## src/rtl/corelet_ctrl_pkg.sv

```systemverilog
// rtl/corelet_ctrl_pkg.sv - shared states, MAC instruction codes and timing helper for the corelet sequencer
package corelet_ctrl_pkg;

   typedef enum logic [2:0] {
      ST_IDLE,
      ST_W_FILL,
      ST_W_LOAD,
      ST_X_FILL,
      ST_EXEC,
      ST_DRAIN,
      ST_DONE
   } ctrl_state_t;

   localparam logic [1:0] INST_NOP  = 2'b00;
   localparam logic [1:0] INST_LOAD = 2'b01;
   localparam logic [1:0] INST_EXEC = 2'b10;

   localparam int CNT_W = 16;

   // Cycles for freshly loaded weights to ripple through the whole array.
   function automatic int CTRL_IDLE_WAIT(input int row, input int col);
      return row + col;
   endfunction

endpackage

```

## src/rtl/corelet_ctrl_if.sv

```systemverilog
// rtl/corelet_ctrl_if.sv - sequencer <-> corelet datapath signal bundle (CORELET_CTRL_PERF_EN adds counters)
interface corelet_ctrl_if #(
   parameter int a_bw = 11,
   parameter int p_bw = 11
);
   logic            start;
   logic [a_bw-1:0] w_base;
   logic [a_bw-1:0] x_base;
   logic            l0_full;
   logic            l0_ready;
   logic            ofifo_valid;
   logic            sram_cen;
   logic            sram_wen;
   logic [a_bw-1:0] sram_a;
   logic            l0_wr;
   logic            l0_rd;
   logic [1:0]      inst;
   logic            ofifo_rd;
   logic            psum_cen;
   logic            psum_wen;
   logic [p_bw-1:0] psum_a;
   logic            busy;
   logic            done;
`ifdef CORELET_CTRL_PERF_EN
   logic [31:0]     stall_cnt;
   logic [31:0]     cycle_cnt;
`endif

   modport master (
      input  start, w_base, x_base, l0_full, l0_ready, ofifo_valid,
      output sram_cen, sram_wen, sram_a, l0_wr, l0_rd, inst,
      output ofifo_rd, psum_cen, psum_wen, psum_a, busy, done
`ifdef CORELET_CTRL_PERF_EN
      , output stall_cnt, cycle_cnt
`endif
   );

   modport slave (
      output start, w_base, x_base, l0_full, l0_ready, ofifo_valid,
      input  sram_cen, sram_wen, sram_a, l0_wr, l0_rd, inst,
      input  ofifo_rd, psum_cen, psum_wen, psum_a, busy, done
`ifdef CORELET_CTRL_PERF_EN
      , input stall_cnt, cycle_cnt
`endif
   );

endinterface

```

## src/rtl/corelet_ctrl_step_counter.sv

```systemverilog
// rtl/corelet_ctrl_step_counter.sv - up counter with clear/load/enable and terminal-count flag
module ctrl_step_counter #(
   parameter int W = 16
) (
   input  logic         clk,
   input  logic         reset,
   input  logic         clear,
   input  logic         load,
   input  logic [W-1:0] load_val,
   input  logic         en,
   input  logic [W-1:0] last,
   output logic [W-1:0] count,
   output logic         tc
);

   always_ff @(posedge clk or posedge reset) begin
      if (reset) begin
         count <= '0;
      end else if (clear) begin
         count <= '0;
      end else if (load) begin
         count <= load_val;
      end else if (en) begin
         count <= count + 1'b1;
      end
   end

   assign tc = (count == last);

endmodule

```

## src/rtl/corelet_ctrl.sv

```systemverilog
// rtl/corelet_ctrl.sv - corelet layer sequencer: weight fill/load, activation fill, execute, psum drain
// Optional CORELET_CTRL_PERF_EN adds stall_cnt/cycle_cnt on the interface.
module corelet_ctrl
   import corelet_ctrl_pkg::*;
#(
   parameter int row     = 8,
   parameter int col     = 8,
   parameter int bw      = 4,
   parameter int len_kij = 9,
   parameter int len_nij = 36,
   parameter int a_bw    = 11,
   parameter int p_bw    = 11
) (
   input logic            clk,
   input logic            reset,
   corelet_ctrl_if.master bus
);

   localparam int LOAD_LAST = col + CTRL_IDLE_WAIT(row, col) - 1;

   // Operand width belongs to the datapath; nothing to sequence on it here.
   if (bw < 1) begin : g_bw_unused
   end

   ctrl_state_t      state, state_n;
   logic [CNT_W-1:0] cnt, kij, cnt_last;
   logic             cnt_tc, kij_tc;
   logic             cnt_clr, cnt_en, kij_clr, kij_en;
   logic             accept, stall;
   logic [a_bw-1:0]  w_base_q, x_base_q;

   logic             cen_d, wr_d, rd_d, ofifo_rd_d, pcen_d, pwen_d, busy_d, done_d;
   logic [1:0]       inst_d;
   logic [a_bw-1:0]  sram_a_d;
   logic [p_bw-1:0]  psum_a_d;

   ctrl_step_counter #(.W(CNT_W)) u_inner (
      .clk(clk), .reset(reset), .clear(cnt_clr), .load(1'b0), .load_val('0),
      .en(cnt_en), .last(cnt_last), .count(cnt), .tc(cnt_tc)
   );

   ctrl_step_counter #(.W(CNT_W)) u_kij (
      .clk(clk), .reset(reset), .clear(kij_clr), .load(1'b0), .load_val('0),
      .en(kij_en), .last(CNT_W'(len_kij - 1)), .count(kij), .tc(kij_tc)
   );

   always_comb begin
      cnt_last = '0;
      case (state)
         ST_W_FILL:                   cnt_last = CNT_W'(col - 1);
         ST_W_LOAD:                   cnt_last = CNT_W'(LOAD_LAST);
         ST_X_FILL, ST_EXEC, ST_DRAIN: cnt_last = CNT_W'(len_nij - 1);
         default:                     cnt_last = '0;
      endcase
   end

   always_ff @(posedge clk or posedge reset) begin
      if (reset) state <= ST_IDLE;
      else       state <= state_n;
   end

   always_comb begin
      state_n    = state;
      cnt_clr    = 1'b0;
      cnt_en     = 1'b0;
      kij_clr    = 1'b0;
      kij_en     = 1'b0;
      accept     = 1'b0;
      stall      = 1'b0;
      cen_d      = 1'b1;
      wr_d       = 1'b0;
      rd_d       = 1'b0;
      inst_d     = INST_NOP;
      ofifo_rd_d = 1'b0;
      pcen_d     = 1'b1;
      pwen_d     = 1'b1;
      sram_a_d   = '0;
      psum_a_d   = '0;
      done_d     = 1'b0;
      busy_d     = (state != ST_IDLE);
      case (state)
         ST_IDLE: begin
            if (bus.start) begin
               accept  = 1'b1;
               busy_d  = 1'b1;
               cnt_clr = 1'b1;
               kij_clr = 1'b1;
               state_n = ST_W_FILL;
            end
         end
         ST_W_FILL: begin
            if (bus.l0_full) begin
               stall = 1'b1;
            end else begin
               cen_d    = 1'b0;
               wr_d     = 1'b1;
               sram_a_d = w_base_q + a_bw'(kij) * a_bw'(col) + a_bw'(cnt);
               cnt_en   = 1'b1;
               if (cnt_tc) begin
                  cnt_clr = 1'b1;
                  state_n = ST_W_LOAD;
               end
            end
         end
         ST_W_LOAD: begin
            // First col steps push weights into the array; the rest only let them settle.
            if (cnt < CNT_W'(col) && !bus.l0_ready) begin
               stall = 1'b1;
            end else begin
               if (cnt < CNT_W'(col)) begin
                  rd_d   = 1'b1;
                  inst_d = INST_LOAD;
               end
               cnt_en = 1'b1;
               if (cnt_tc) begin
                  cnt_clr = 1'b1;
                  state_n = ST_X_FILL;
               end
            end
         end
         ST_X_FILL: begin
            if (bus.l0_full) begin
               stall = 1'b1;
            end else begin
               cen_d    = 1'b0;
               wr_d     = 1'b1;
               sram_a_d = x_base_q + a_bw'(cnt);
               cnt_en   = 1'b1;
               if (cnt_tc) begin
                  cnt_clr = 1'b1;
                  state_n = ST_EXEC;
               end
            end
         end
         ST_EXEC: begin
            if (!bus.l0_ready) begin
               stall = 1'b1;
            end else begin
               rd_d   = 1'b1;
               inst_d = INST_EXEC;
               cnt_en = 1'b1;
               if (cnt_tc) begin
                  cnt_clr = 1'b1;
                  state_n = ST_DRAIN;
               end
            end
         end
         ST_DRAIN: begin
            if (!bus.ofifo_valid) begin
               stall = 1'b1;
            end else begin
               ofifo_rd_d = 1'b1;
               pcen_d     = 1'b0;
               pwen_d     = 1'b0;
               psum_a_d   = p_bw'(kij) * p_bw'(len_nij) + p_bw'(cnt);
               cnt_en     = 1'b1;
               if (cnt_tc) begin
                  cnt_clr = 1'b1;
                  if (kij_tc) begin
                     state_n = ST_DONE;
                  end else begin
                     kij_en  = 1'b1;
                     state_n = ST_W_FILL;
                  end
               end
            end
         end
         ST_DONE: begin
            done_d  = 1'b1;
            state_n = ST_IDLE;
         end
         default: state_n = ST_IDLE;
      endcase
   end

   always_ff @(posedge clk or posedge reset) begin
      if (reset) begin
         bus.sram_cen <= 1'b1;
         bus.sram_a   <= '0;
         bus.l0_wr    <= 1'b0;
         bus.l0_rd    <= 1'b0;
         bus.inst     <= INST_NOP;
         bus.ofifo_rd <= 1'b0;
         bus.psum_cen <= 1'b1;
         bus.psum_wen <= 1'b1;
         bus.psum_a   <= '0;
         bus.busy     <= 1'b0;
         bus.done     <= 1'b0;
         w_base_q     <= '0;
         x_base_q     <= '0;
      end else begin
         bus.sram_cen <= cen_d;
         bus.sram_a   <= sram_a_d;
         bus.l0_wr    <= wr_d;
         bus.l0_rd    <= rd_d;
         bus.inst     <= inst_d;
         bus.ofifo_rd <= ofifo_rd_d;
         bus.psum_cen <= pcen_d;
         bus.psum_wen <= pwen_d;
         bus.psum_a   <= psum_a_d;
         bus.busy     <= busy_d;
         bus.done     <= done_d;
         if (accept) begin
            w_base_q <= bus.w_base;
            x_base_q <= bus.x_base;
         end
      end
   end

   assign bus.sram_wen = 1'b1;

`ifdef CORELET_CTRL_PERF_EN
   // cycle_cnt tracks the registered busy flag so it matches what the datapath sees.
   always_ff @(posedge clk or posedge reset) begin
      if (reset) begin
         bus.stall_cnt <= '0;
         bus.cycle_cnt <= '0;
      end else if (accept) begin
         bus.stall_cnt <= '0;
         bus.cycle_cnt <= '0;
      end else begin
         if (stall && bus.stall_cnt != '1)
            bus.stall_cnt <= bus.stall_cnt + 1'b1;
         if (bus.busy && bus.cycle_cnt != '1)
            bus.cycle_cnt <= bus.cycle_cnt + 1'b1;
      end
   end
`endif

endmodule

```

## src/flat_wrapper.sv

```systemverilog
// flat-port wrapper written by rule: the top's interface ports become plain ports
module corelet_ctrl_flat import corelet_ctrl_pkg::*;
#(
   parameter int row     = 8,
   parameter int col     = 8,
   parameter int bw      = 4,
   parameter int len_kij = 9,
   parameter int len_nij = 36,
   parameter int a_bw    = 11,
   parameter int p_bw    = 11
)
  (clk, reset, bus_start, bus_w_base, bus_x_base, bus_l0_full, bus_l0_ready, bus_ofifo_valid, bus_sram_cen, bus_sram_wen, bus_sram_a, bus_l0_wr, bus_l0_rd, bus_inst, bus_ofifo_rd, bus_psum_cen, bus_psum_wen, bus_psum_a, bus_busy, bus_done);
  corelet_ctrl_if #(.a_bw(a_bw), .p_bw(p_bw)) bus_i ();
  input logic clk;
  input logic reset;
  input wire logic [$bits(bus_i.start)-1:0] bus_start;
  input wire logic [$bits(bus_i.w_base)-1:0] bus_w_base;
  input wire logic [$bits(bus_i.x_base)-1:0] bus_x_base;
  input wire logic [$bits(bus_i.l0_full)-1:0] bus_l0_full;
  input wire logic [$bits(bus_i.l0_ready)-1:0] bus_l0_ready;
  input wire logic [$bits(bus_i.ofifo_valid)-1:0] bus_ofifo_valid;
  output wire logic [$bits(bus_i.sram_cen)-1:0] bus_sram_cen;
  output wire logic [$bits(bus_i.sram_wen)-1:0] bus_sram_wen;
  output wire logic [$bits(bus_i.sram_a)-1:0] bus_sram_a;
  output wire logic [$bits(bus_i.l0_wr)-1:0] bus_l0_wr;
  output wire logic [$bits(bus_i.l0_rd)-1:0] bus_l0_rd;
  output wire logic [$bits(bus_i.inst)-1:0] bus_inst;
  output wire logic [$bits(bus_i.ofifo_rd)-1:0] bus_ofifo_rd;
  output wire logic [$bits(bus_i.psum_cen)-1:0] bus_psum_cen;
  output wire logic [$bits(bus_i.psum_wen)-1:0] bus_psum_wen;
  output wire logic [$bits(bus_i.psum_a)-1:0] bus_psum_a;
  output wire logic [$bits(bus_i.busy)-1:0] bus_busy;
  output wire logic [$bits(bus_i.done)-1:0] bus_done;
  assign bus_i.start = bus_start;
  assign bus_i.w_base = bus_w_base;
  assign bus_i.x_base = bus_x_base;
  assign bus_i.l0_full = bus_l0_full;
  assign bus_i.l0_ready = bus_l0_ready;
  assign bus_i.ofifo_valid = bus_ofifo_valid;
  assign bus_sram_cen = bus_i.sram_cen;
  assign bus_sram_wen = bus_i.sram_wen;
  assign bus_sram_a = bus_i.sram_a;
  assign bus_l0_wr = bus_i.l0_wr;
  assign bus_l0_rd = bus_i.l0_rd;
  assign bus_inst = bus_i.inst;
  assign bus_ofifo_rd = bus_i.ofifo_rd;
  assign bus_psum_cen = bus_i.psum_cen;
  assign bus_psum_wen = bus_i.psum_wen;
  assign bus_psum_a = bus_i.psum_a;
  assign bus_busy = bus_i.busy;
  assign bus_done = bus_i.done;
  corelet_ctrl #(.row(row), .col(col), .bw(bw), .len_kij(len_kij), .len_nij(len_nij), .a_bw(a_bw), .p_bw(p_bw)) u_core (.clk(clk), .reset(reset), .bus(bus_i));
endmodule
```

## config.mk

```make
export PLATFORM = sky130hd
export DESIGN_NAME = corelet_ctrl_flat
export DESIGN_NICKNAME = d
export VERILOG_FILES = /design/src/rtl/corelet_ctrl_pkg.sv /design/src/rtl/corelet_ctrl_if.sv /design/src/rtl/corelet_ctrl_step_counter.sv /design/src/rtl/corelet_ctrl.sv /design/src/flat_wrapper.sv
export SDC_FILE = /design/constraint.sdc
export NUM_CORES = 1
export LEC_CHECK = 0
export ABC_AREA = 1
export CAP_MARGIN = 20
export CORE_UTILIZATION = 64
export CTS_BUF_LIST = sky130_fd_sc_hd__clkbuf_8
export DETAILED_ROUTE_END_ITERATION = 10
export GPL_ROUTABILITY_DRIVEN = 0
export PLACE_DENSITY = 0.88
export REMOVE_ABC_BUFFERS = 1
export SLEW_MARGIN = 25
export SYNTH_ARGS = -nofsm -noshare
export SYNTH_HDL_FRONTEND = slang
export SYNTH_SLANG_ARGS = --single-unit
```

## constraint.sdc

```tcl
create_clock -name clk -period 6.4 [get_ports clk]
set_clock_uncertainty 0.15 [all_clocks]
set_input_delay 1.28 -clock clk [delete_from_list [all_inputs] [get_ports clk]]
set_output_delay 1.28 -clock clk [all_outputs]
set_load 0.05 [all_outputs]
```

==> metrics.md, run 1 <==
| Metric | Value |
|---|---|
| Status | `completed` |
| Routed via count | `approximately 5,600` |
| Top cells by area, synth | `dfrtp_1 35%, ha_1 8.6%, nand2_1 8.4%, inv_1 5.2%, nor2_1 4.7%` |
| Crit end category | `primary output` |
| TritonCTS clock tree | `done` |
| Syn_area_per_cell | `about 8.2 um2` |
| Yosys cell types | `46` |
| Required time worst endpoint | `~5000 ps` |
| Post-route non-filler standard cell count | `933` |
| Grt total ovfl | `0` |
| Worst Path Buf+Inv | `1` |
| Diode count | `0` |
| Met3 Usage GRT | `under 10%` |
| Unrepaired setup endpoints after global routing | `false` |
| Post-CTS Hold Buffers | `0` |
| Pre-CTS setup slack | `3010 ps` |
| # Post-CTS Setup Buffers | `0` |
| Final setup violation count | `0` |
| Fmax | `318 MHz` |
| DRC errors left | `0` |
| Area grow syn2layout | `14.0%` |
| Remaining antenna violation count | `0` |
| Worst setup margin | `3250 ps` |
| Count leader, synth | `nand2_1` |
| Pwr Total | `~2.4 mW` |
| Row count | `35` |
| Post-synth EDFFs | `0` |
| Largest net degree at the start of global routing | `just under 90` |
| Hold Path Class | `reg2reg` |
| Critical path's slowest cell | `clkdlybuf4s50_1` |
| Worst rel slew slack | `39.0%` |
| Initial Utilization | `between 60 and 70%` |
| Num CTS Buffers | `9` |
| Worst r2r dst | `u_core.bus.psum_a[9]` |
| Fin crit period | `approximately 3100 ps` |
| CTS sink count | `88` |
| Wire length per cell | `approximately 16 um` |
| Met1 usage | `between 30% and 40%` |
| Crit Reg-Reg Startpoint | `u_core.u_kij.count[1]` |
| Least-Margin Pin Slew | `about 910 ps` |
| Count of warnings emitted by yosys | `0` |
| Worst reg2reg path depth | `11` |
| Drt total wl | `15,400 um` |
| Peak VDD IR | `between 200 and 250 uV` |
| Hold Path End | `u_core.w_base_q[1]` |
| Min-delay src | `u_core.w_base_q[1]` |
| Antenna violations before repair | `0` |
| Worst skew pair latency | `about 370 ps` |
| HPWL Detailed | `between 10,000 and 15,000 um` |
| Leakage | `~3.5 nW` |
| Ratio of cells with drive above 1 in the final layout | `a little under a tenth` |
| Total Neg Setup Slack | `0 ps` |
| Reg2Reg Setup Slack | `between 3000 and 4000 ps` |
| IO Port Bufs | `59` |
| I/O pins | `around 60` |
| CTS resizes | `0` |
| First-pass GRT wire length | `~25,000 um` |
| Post-synth top flop | `dfrtp_1` |
| Vias in the first global route | `approximately 5,400` |
| Total Die Area | `0.00998 mm2` |
| # placed instances | `917` |
| Clk buf depth | `2` |
| WP depth | `1` |
| Max-Cap Viols | `0` |
| Ys async rst share | `100%` |
| Pwr/cell area | `~340 mW/mm2` |
| Max Slew Vio Count | `0` |
| Critical path peak fanout | `2` |
| Pre-Repair DR Iteration Count | `8` |
| Starting DRT DRC Count | `roughly 470` |
| Mapped Cells | `around 750` |
| H-tree levels | `3` |
| Area leader, netlist | `dfrtp_1` |
| Top-area cell type share of the netlist area | `35.1%` |
| GR Util All Layers | `32.5%` |
| WHS | `between 300 and 400 ps` |
| Crit-path leading delay family | `buffers and inverters` |
| Clock-pin slew on the worst setup and hold paths | `about 90 ps` |
| Post-synthesis cell area | `roughly 0.006 mm2` |
| Period utilization | `around half` |
| WP data arrival | `1720 ps` |
| Die W | `around 100 um` |
| Critical path class | `reg2out` |
| Post-synthesis sequential area ratio | `a little over a third` |
| Post-synth top cells | `138 x nand2_1, 86 x dfrtp_1, 85 x inv_1, 76 x nor2_1, 46 x nand3_1` |
| Die extent in y | `~100 um` |
| Post-synthesis register bit count | `between 80 and 90` |
| Root Buffer | `clkbuf_8` |
| WHS Path Cells | `1` |
| Routing usage on met2 | `55.5%` |
| Startpoint types | `register` |
| Max incr delay on CP | `approximately 810 ps` |
| DR vias/cell | `between 6 and 7` |
| Crit path cell chain | `clkdlybuf4s50_1` |
| Fin. Hold Viols | `0` |
| Nets@finish | `880` |
| Placeable core region | `0.00924 mm2` |
| Busiest metal layer after global routing | `met2` |
==> cell usage in the layout, fill, tap and decap left out, drive strengths merged <==
cell	count
a211oi	1
a21o	2
a21oi	45
a22o	2
a31oi	1
buf	2
bufinv	2
clkbuf	10
clkdlybuf4s50	59
clkinv	4
conb	1
dfrtp	86
dfstp	2
fa	11
ha	42
inv	91
mux2	21
nand2	145
nand3	56
nand3b	1
nand4	38
nor2	80
nor3	18
nor3b	3
nor4	3
o21a	1
o21ai	32
o21bai	4
o221ai	1
o22ai	4
o311ai	1
o32ai	1
or2	2
xnor2	10
xor2	22
==> kinds of logic after synthesis <==
family	count (synthesis)	synth area share [%]
simple gates	346	26.9
buf+inv	115	7.94
compound gates	95	8.61
flops	88	36.0
fa+ha+maj	53	12.2
xor+xnor	32	4.57
mux	21	3.86
other cells	1	0.0612
==> report_power, final <==
part	total [mW]	switching [mW]	internal, mW	leakage, nW
combinational	1.16	0.749	0.411	2.23
sequential	0.800	0.117	0.683	1.16
clock	0.432	0.203	0.229	0.119
total	2.39	1.07	1.32	3.51
==> cell type report <==
class	instances	area, um2
clock buffers	10	138
clock inverters	6	85.1
fillers	648	2250
inverters	91	347
multi-input cells	548	3440
flip-flops and latches	88	2200
well taps	129	161
repair buffers	61	609
==> through the flow <==
stage	instance area [um2]	util, %
floorplan	5990	-
global placement	6760	73.2
detailed placement	6770	73.2
CTS	6990	75.6
global route	6990	75.6
finish	6990	75.6
==> registers in the layout, indices dropped and copies added, names as in the netlist <==
signal                count
u_core.bus.ofifo_rd       1
u_core.bus.sram_cen       1
u_core.bus.busy           1
u_core.bus.done           1
u_core.bus.l0_wr          1
u_core.bus.psum_cen       1
u_core.u_inner.count     16
u_core.state              3
u_core.bus.psum_a        11
u_core.bus.l0_rd          1
u_core.bus.inst           2
u_core.u_kij.count       16
u_core.bus.sram_a        11
u_core.w_base_q          11
u_core.x_base_q          11
==> worst max path at each step <==
stage | from | endpoint | slack [ps]
after floorplan | reset | u_core.bus.busy | 2690
after global placement | bus_l0_full | u_core.u_inner.count[12] | 3090
after detailed placement | bus_l0_full | u_core.u_inner.count[2] | 3010
after CTS | u_core.bus.psum_cen | bus_psum_cen | 3250
after global routing | u_core.bus.psum_cen | bus_psum_cen | 3220
final | u_core.bus.psum_cen | bus_psum_cen | 3250
==> per-layer routing <==
layer  vias to the layer above  wire length [um]
li1                       2588                 -
met2                       291              7580
met3                        61              1350
met5                         -                 0
met4                         0               588
met1                      2659              5880
(Power assumes the default switching activity.)
==> run 2: changes to the inputs <==
CORE_UTILIZATION = 60   (was 64)
PLACE_DENSITY = 0.83   (was 0.88)
clock period = 3.1 ns   (was 6.4 ns; I/O delays follow)
==> run 2 against run 1 <==
Compared with the run above: power is 110% higher; largest power group unchanged; critical endpoint is now u_core.bus.psum_a[10]; critical path type is now reg2reg; highest routed layer unchanged; clock-buffer cell count is 1 higher; global-route usage hardly changed.
==> metrics.md, run 2 (synthesized netlist as in run 1, its figures left out) <==
| Metric | Value |
|---|---|
| Most common cell after layout, fill and taps aside | `nand2_1` |
| Grt total ovfl | `0 (unchanged)` |
| Least-Margin Pin Slew | `677 ps (-234 ps)` |
| Crit. Startpoint | `u_core.u_kij.count[3]` |
| Area grow syn2layout | `15.8%` |
| Leakage | `3.58 nW (+2.1%)` |
| Pre-Repair DR Iteration Count | `5 (-3)` |
| Status | `completed` |
| Max-Cap Viols | `0 (unchanged)` |
| Worst reg2reg path depth | `11 (unchanged)` |
| Root Buffer | `clkbuf_8` |
| Total Die Area | `0.0106 mm2 (+6.5%)` |
| Regs by FF count | `u_core.u_inner.count x16, u_core.u_kij.count x16` |
| Starting DRT DRC Count | `294 (-37%)` |
| Remaining antenna violation count | `0 (unchanged)` |
| Drt total wl | `15,800 um (+2.8%)` |
| Vias in the first global route | `5,463 (+0.35%)` |
| Wire length per cell | `16.7 um (+0.96%)` |
| Hold Path Class | `in2async` |
| Max Slew Vio Count | `0 (unchanged)` |
| Worst r2r dst | `u_core.bus.psum_a[10]` |
| Critical path's slowest cell | `dfrtp_1` |
| Fin. Hold Viols | `0 (unchanged)` |
| Worst rel slew slack | `54.5% (+15 points)` |
| Reg2Reg Setup Slack | `230 ps (-3180 ps)` |
| Fin crit period | `2870 ps` |
| Post-CTS Hold Buffers | `0 (unchanged)` |
| H-tree levels | `3 (unchanged)` |
| GR Util All Layers | `32.5% (+0.034 points)` |
| I/O pins | `61 (unchanged)` |
| Commonest cells after routing, fill and taps aside | `137 x nand2_1, 87 x inv_1, 86 x dfrtp_1` |
| # Post-CTS Setup Buffers | `0 (unchanged)` |
| Crit end category | `register` |
| Antenna violations before repair | `0 (unchanged)` |
| Required time worst endpoint | `3210 ps (-1760 ps)` |
| Fmax | `about 350 MHz` |
| CTS sink count | `88 (unchanged)` |
| Period utilization | `between 90% and 100%` |
| Worst Path Buf+Inv | `0 (-1)` |
| Switching share of power | `44.9% (+0.21 points)` |
| Worst setup path end | `u_core.bus.psum_a[10]` |
| DRC errors left | `0 (unchanged)` |
| Comb pwr share | `50.4% (+1.9 points)` |
| Row count | `36 (+2.9%)` |
| WP data arrival | `2970 ps (+1250 ps)` |
| Reg power frac | `33.0% (-0.5 points)` |
| Largest net degree at the start of global routing | `34 (-62%)` |
| Placeable core region | `0.00982 mm2 (+6.3%)` |
| Max incr delay on CP | `510 ps (-300 ps)` |
| Clock-pin slew on the worst setup and hold paths | `90 ps (about the same)` |
| Die extent in y | `103 um (+3.2%)` |
| Peak VDD IR | `493 uV (+120%)` |
| Clk buf depth | `2 (unchanged)` |
| Die W | `103 um (+3.2%)` |
| Ratio of cells with drive above 1 in the final layout | `10.6% (+1.3 points)` |
| First-pass GRT wire length | `25,700 um (+1.4%)` |
| HPWL Detailed | `12,000 um (+7.7%)` |
| Critical path peak fanout | `10 (+8)` |
| Num CTS Buffers | `9 (unchanged)` |
| Startpoint types | `register` |
| TritonCTS clock tree | `done` |
| Crit Reg-Reg Startpoint | `u_core.u_kij.count[3]` |
| # placed instances | `934 (+1.9%)` |
| Crit-path leading delay family | `adder cells` |
| Routed via count | `5,535 (-1.1%)` |
| Nets@finish | `893 (+1.5%)` |
| Crit path cell chain | `ha_1 -> ha_1 -> a21oi_1 -> nand2_1 -> xor2_1 -> ha_1 -> nand2_1 -> nor3_1 -> a21oi_1 -> o21ai_0 -> a21oi_1` |
| Diode count | `0 (unchanged)` |
| Final-layout fill cell count | `781 (+21%)` |
| IO Port Bufs | `59 (unchanged)` |
| WHS | `348 ps (-26.3 ps)` |
| WP depth | `11 (+10)` |
| Net Switching | `2.23 mW (+110%)` |
| Unrepaired setup endpoints after global routing | `false` |
| Internal Power | `2.73 mW (+110%)` |
| Pwr/cell area | `698 mW/mm2 (+100%)` |
| Initial Utilization | `62.4% (-3.9 points)` |
| Clock share of power | `16.7% (-1.4 points)` |
| Worst skew pair latency | `380 ps (about the same)` |
| DR vias/cell | `5.83 (-2.9%)` |
| CTS resizes | `0 (unchanged)` |
| Post-route non-filler standard cell count | `950 (+1.8%)` |
| Final setup violation count | `0 (unchanged)` |
| Total Neg Setup Slack | `0 ps (unchanged)` |
| Critical path class | `reg2reg` |
## run 2: routing by layer
layer,GRT usage (%),vias to the layer above,wire length (um)
met5,0,-,0
met4,17.9,0,690
met3,8.68,51,1060
met2,55.0,236,7700
met1,37.5,2618,6370
li1,-,2630,-
## run 2: area by class of cell
type                       instances  area [um2]  area share (%)
multi-input combinational        548        3440            48.5
sequential                        88        2200            31.0
clock buffer                      11         151            2.13
tap                              133         166            2.34
clock inverter                     5        48.8           0.687
timing repair buffer              74         741            10.4
inverter                          91         347            4.88
## run 2: worst min path at each step
stage               cells after the start  slack [ps]                from                 end
floorplan                               1         340  u_core.w_base_q[0]  u_core.w_base_q[0]
global placement                        1         350  u_core.x_base_q[6]  u_core.x_base_q[6]
detailed placement                      1         370  u_core.w_base_q[1]  u_core.w_base_q[1]
CTS                                     2         350               reset     u_core.bus.done
global route                            2         360               reset     u_core.bus.done
finish                                  2         350               reset     u_core.bus.done
## run 2: worst reg2reg max path, stage by stage, from the launching register on
cell and delay, ps:
dfrtp_1 510, ha_1 350, ha_1 350, a21oi_1 180, nand2_1 80, xor2_1 140, ha_1 340, nand2_1 90
nor3_1 170, a21oi_1 110, o21ai_0 190, a21oi_1 60
## run 2: power groups by stage
stage	registers, mW	clock network [mW]	logic, mW
after floorplan	1.88	0	1.46
after global placement	1.64	0	2.36
after detailed placement	1.65	0	2.45
after CTS	1.63	0.839	2.48
after global routing	1.66	0.877	2.73
final	1.63	0.827	2.50
## run 2: per-stage QoR
step / instance area [um2] / power, mW / setup WS (ps) / utilization (%)
floorplan: 5990 / 3.34 / 54.8 / -
global placement: 6900 / 4.00 / 410 / 70.3
detailed placement: 6900 / 4.10 / 308 / 70.3
CTS: 7100 / 4.95 / 279 / 72.3
global route: 7100 / 5.26 / 29.8 / 72.3
finish: 7100 / 4.96 / 231 / 72.3
==> run 3: changes to the inputs <==
CORE_UTILIZATION = 65   (was 60)
DONT_BUFFER_PORTS = 1   (was default)
PLACE_DENSITY = default   (was 0.83)
PLACE_DENSITY_LB_ADDON = 0.2   (was default)
clock period = 3.6 ns   (was 3.1 ns; I/O delays follow)
==> run 3 against run 2 <==
Compared with the run above: sequential share of layout area grew 3.5 points; global-route usage is 1.7 points lower; sequential power about the same; clock-buffer cell count shrank 2; first-iteration DRC count grew 1.4%; routed wire length down 9.1%; worst setup slack better by 570 ps; non-clock buffer count down 68.
==> metrics.md, run 3 (synthesized netlist as in run 1, its figures left out) <==
| Metric | Value |
|---|---|
| CTS resizes | `0 (unchanged)` |
| Max Slew Vio Count | `0 (unchanged)` |
| First-pass GRT wire length | `23,700 um (-7.7%)` |
| Clock-pin slew on the worst setup and hold paths | `100 ps (about the same)` |
| Placeable core region | `0.00920 mm2 (-6.3%)` |
| Num CTS Buffers | `9 (unchanged)` |
| Comb pwr share | `41.3% (-9.1 points)` |
| Net Switching | `1.88 mW (-15%)` |
| CTS sink count | `88 (unchanged)` |
| Diode count | `0 (unchanged)` |
| Unrepaired setup endpoints after global routing | `false` |
| IO Port Bufs | `0 (-100%)` |
| Pwr/cell area | `631 mW/mm2 (-9.7%)` |
| Switching share of power | `46.8% (+1.9 points)` |
| Fin. Hold Viols | `0 (unchanged)` |
| Max-Cap Viols | `0 (unchanged)` |
| Total Neg Setup Slack | `0 ps (unchanged)` |
| # Post-CTS Setup Buffers | `0 (unchanged)` |
| Clk buf depth | `2 (unchanged)` |
| Largest net degree at the start of global routing | `50 (+47%)` |
| Internal Power | `2.14 mW (-22%)` |
| H-tree levels | `3 (unchanged)` |
| Critical path's slowest cell | `dfrtp_1` |
| Status | `completed` |
| Reg2Reg Setup Slack | `800 ps (+570 ps)` |
| Required time worst endpoint | `3740 ps (+530 ps)` |
| Die W | `99.1 um (-3.8%)` |
| Initial Utilization | `66.7% (+4.2 points)` |
| Least-Margin Pin Slew | `822 ps (+146 ps)` |
| WP data arrival | `2940 ps (-30 ps)` |
| Nets@finish | `825 (-7.6%)` |
| DR vias/cell | `6.06 (+4.1%)` |
| Startpoint types | `register` |
| Post-CTS Hold Buffers | `0 (unchanged)` |
| Drt total wl | `14,400 um (-9.1%)` |
| GR Util All Layers | `30.8% (-1.7 points)` |
| Die extent in y | `99.1 um (-3.8%)` |
| Worst skew pair latency | `370 ps (about the same)` |
| Root Buffer | `clkbuf_8` |
| Worst reg2reg path depth | `11 (unchanged)` |
| Total Die Area | `0.00983 mm2 (-7.5%)` |
| Clock share of power | `17.6% (+0.9 points)` |
| HPWL Detailed | `10,800 um (-10%)` |
| Post-route non-filler standard cell count | `860 (-9.5%)` |
| TritonCTS clock tree | `done` |
| Routing usage on met2 | `52.1% (-3.0 points)` |
| Leakage | `3.29 nW (-8.1%)` |
| Crit-path leading delay family | `adder cells` |
| Final-layout fill cell count | `745 (-4.6%)` |
| CP dominant cell by count | `ha_1` |
| Crit end category | `register` |
| Worst rel slew slack | `45.0% (-9.6 points)` |
| Commonest cells after routing, fill and taps aside | `137 x nand2_1, 86 x dfrtp_1, 84 x inv_1` |
| Routed via count | `5,215 (-5.8%)` |
| Critical path class | `reg2reg` |
| Worst Path Buf+Inv | `1 (+1)` |
| Antenna violations before repair | `0 (unchanged)` |
| Starting DRT DRC Count | `298 (+1.4%)` |
| Critical path peak fanout | `8 (-2)` |
| Pre-Repair DR Iteration Count | `5 (unchanged)` |
| Worst r2r dst | `u_core.bus.psum_a[9]` |
| Vias in the first global route | `4,993 (-8.6%)` |
| Hold Path Class | `in2async` |
| Crit Reg-Reg Startpoint | `u_core.u_kij.count[1]` |
| DRC errors left | `0 (unchanged)` |
| Area grow syn2layout | `4.10%` |
| Regs by FF count | `u_core.u_inner.count x16, u_core.u_kij.count x16` |
| Area of the multi-input gates | `0.00345 mm2 (+0.15%)` |
| Wire length per cell | `16.7 um (+0.38%)` |
| # placed instances | `844 (-9.6%)` |
| Most common cell after layout, fill and taps aside | `nand2_1` |
| Peak VDD IR | `286 uV (-42%)` |
| Reg power frac | `41.1% (+8.1 points)` |
| I/O pins | `61 (unchanged)` |
| Final setup violation count | `0 (unchanged)` |
| Busiest metal layer after global routing | `met2` |
| Register Area | `0.00220 mm2 (unchanged)` |
| Crit path cell chain | `ha_1 -> ha_1 -> inv_1 -> fa_1 -> xnor2_1 -> ha_1 -> a21oi_1 -> o21a_1 -> nand2_1 -> nand2_1 -> nor3b_1` |
| Row count | `35 (-2.8%)` |
| Met1 usage | `39.6% (+2.1 points)` |
| Grt total ovfl | `0 (unchanged)` |
| Period utilization | `77.8% (-15 points)` |
| Ratio of cells with drive above 1 in the final layout | `10.8% (+0.17 points)` |
| Fin crit period | `2800 ps (-68.5 ps)` |
| Remaining antenna violation count | `0 (unchanged)` |
| Met3 Usage GRT | `5.06% (-3.6 points)` |
| Max incr delay on CP | `500 ps (about the same)` |
| Fmax | `357 MHz (+2.4%)` |
==> run 3: changes by cell type in the layout (fill, tap and decap cells not counted), moves of 2 or more <==
cell	change
buf_12	-3
buf_4	-6
clkbuf_8	-2
clkdlybuf4s50_1	-59
inv_1	-3
inv_6	+3
==> run 3: per-stage QoR <==
step	area, um2	utilization (%)	setup WS [ps]	hold WS, ps	power, mW
after floorplan	5990	-	455	336	2.88
after global placement	6180	67.2	910	354	3.23
after detailed placement	6180	67.2	827	360	3.31
after CTS	6380	69.4	826	64.0	4.02
after global routing	6380	69.4	597	66.7	4.29
final	6380	69.4	799	50.8	4.03
==> run 3: worst max-delay path by stage <==
stage / from / endpoint / slack [ps] / cells after the start
after floorplan: reset / u_core.bus.busy / 450 / 1
after global placement: u_core.u_kij.count[1] / u_core.bus.psum_a[10] / 910 / 11
after detailed placement: u_core.u_kij.count[3] / u_core.bus.psum_a[10] / 830 / 11
after CTS: u_core.u_kij.count[1] / u_core.bus.psum_a[9] / 830 / 11
after global routing: u_core.u_kij.count[1] / u_core.bus.psum_a[9] / 600 / 11
final: u_core.u_kij.count[1] / u_core.bus.psum_a[9] / 800 / 11
==> run 3: area by class of cell <==
cell class | instances | share of cell area, %
multi-input cells | 548 | 54.0
flip-flops and latches | 88 | 34.5
inverters | 91 | 5.43
well taps | 111 | 2.18
clock buffers | 9 | 1.94
clock inverters | 7 | 1.20
repair buffers | 6 | 0.706
==> run 3: worst reg2reg max path, delay by kind of cell (launching register included) <==
kind / cells / cell delay (ps)
and+or+nand+nor: 3 / 300
adders and majority gates: 4 / 1230
xor gates and xnor gates: 1 / 140
AOI/OAI and AO/OA: 2 / 340
buffers and inverters: 1 / 50
DFF: 1 / 500
==> run 3: power groups by stage <==
stage               Combinational [mW]  Sequential (mW)  Clock, mW
global placement                  1.57             1.66          0
detailed placement                1.63             1.68          0
floorplan                         1.26             1.62          0
CTS                               1.64             1.66      0.719
global route                      1.85             1.68      0.757
finish                            1.66             1.65      0.710
==> run 3: per-layer routing <==
layer  share of wire [%]  wire (um)  up-vias
met2                  48       6920      215
li1                    -          -     2484
met3                 5.9        851       45
met5                   0          0        -
met4                 3.3        479        0
met1                  43       6130     2471
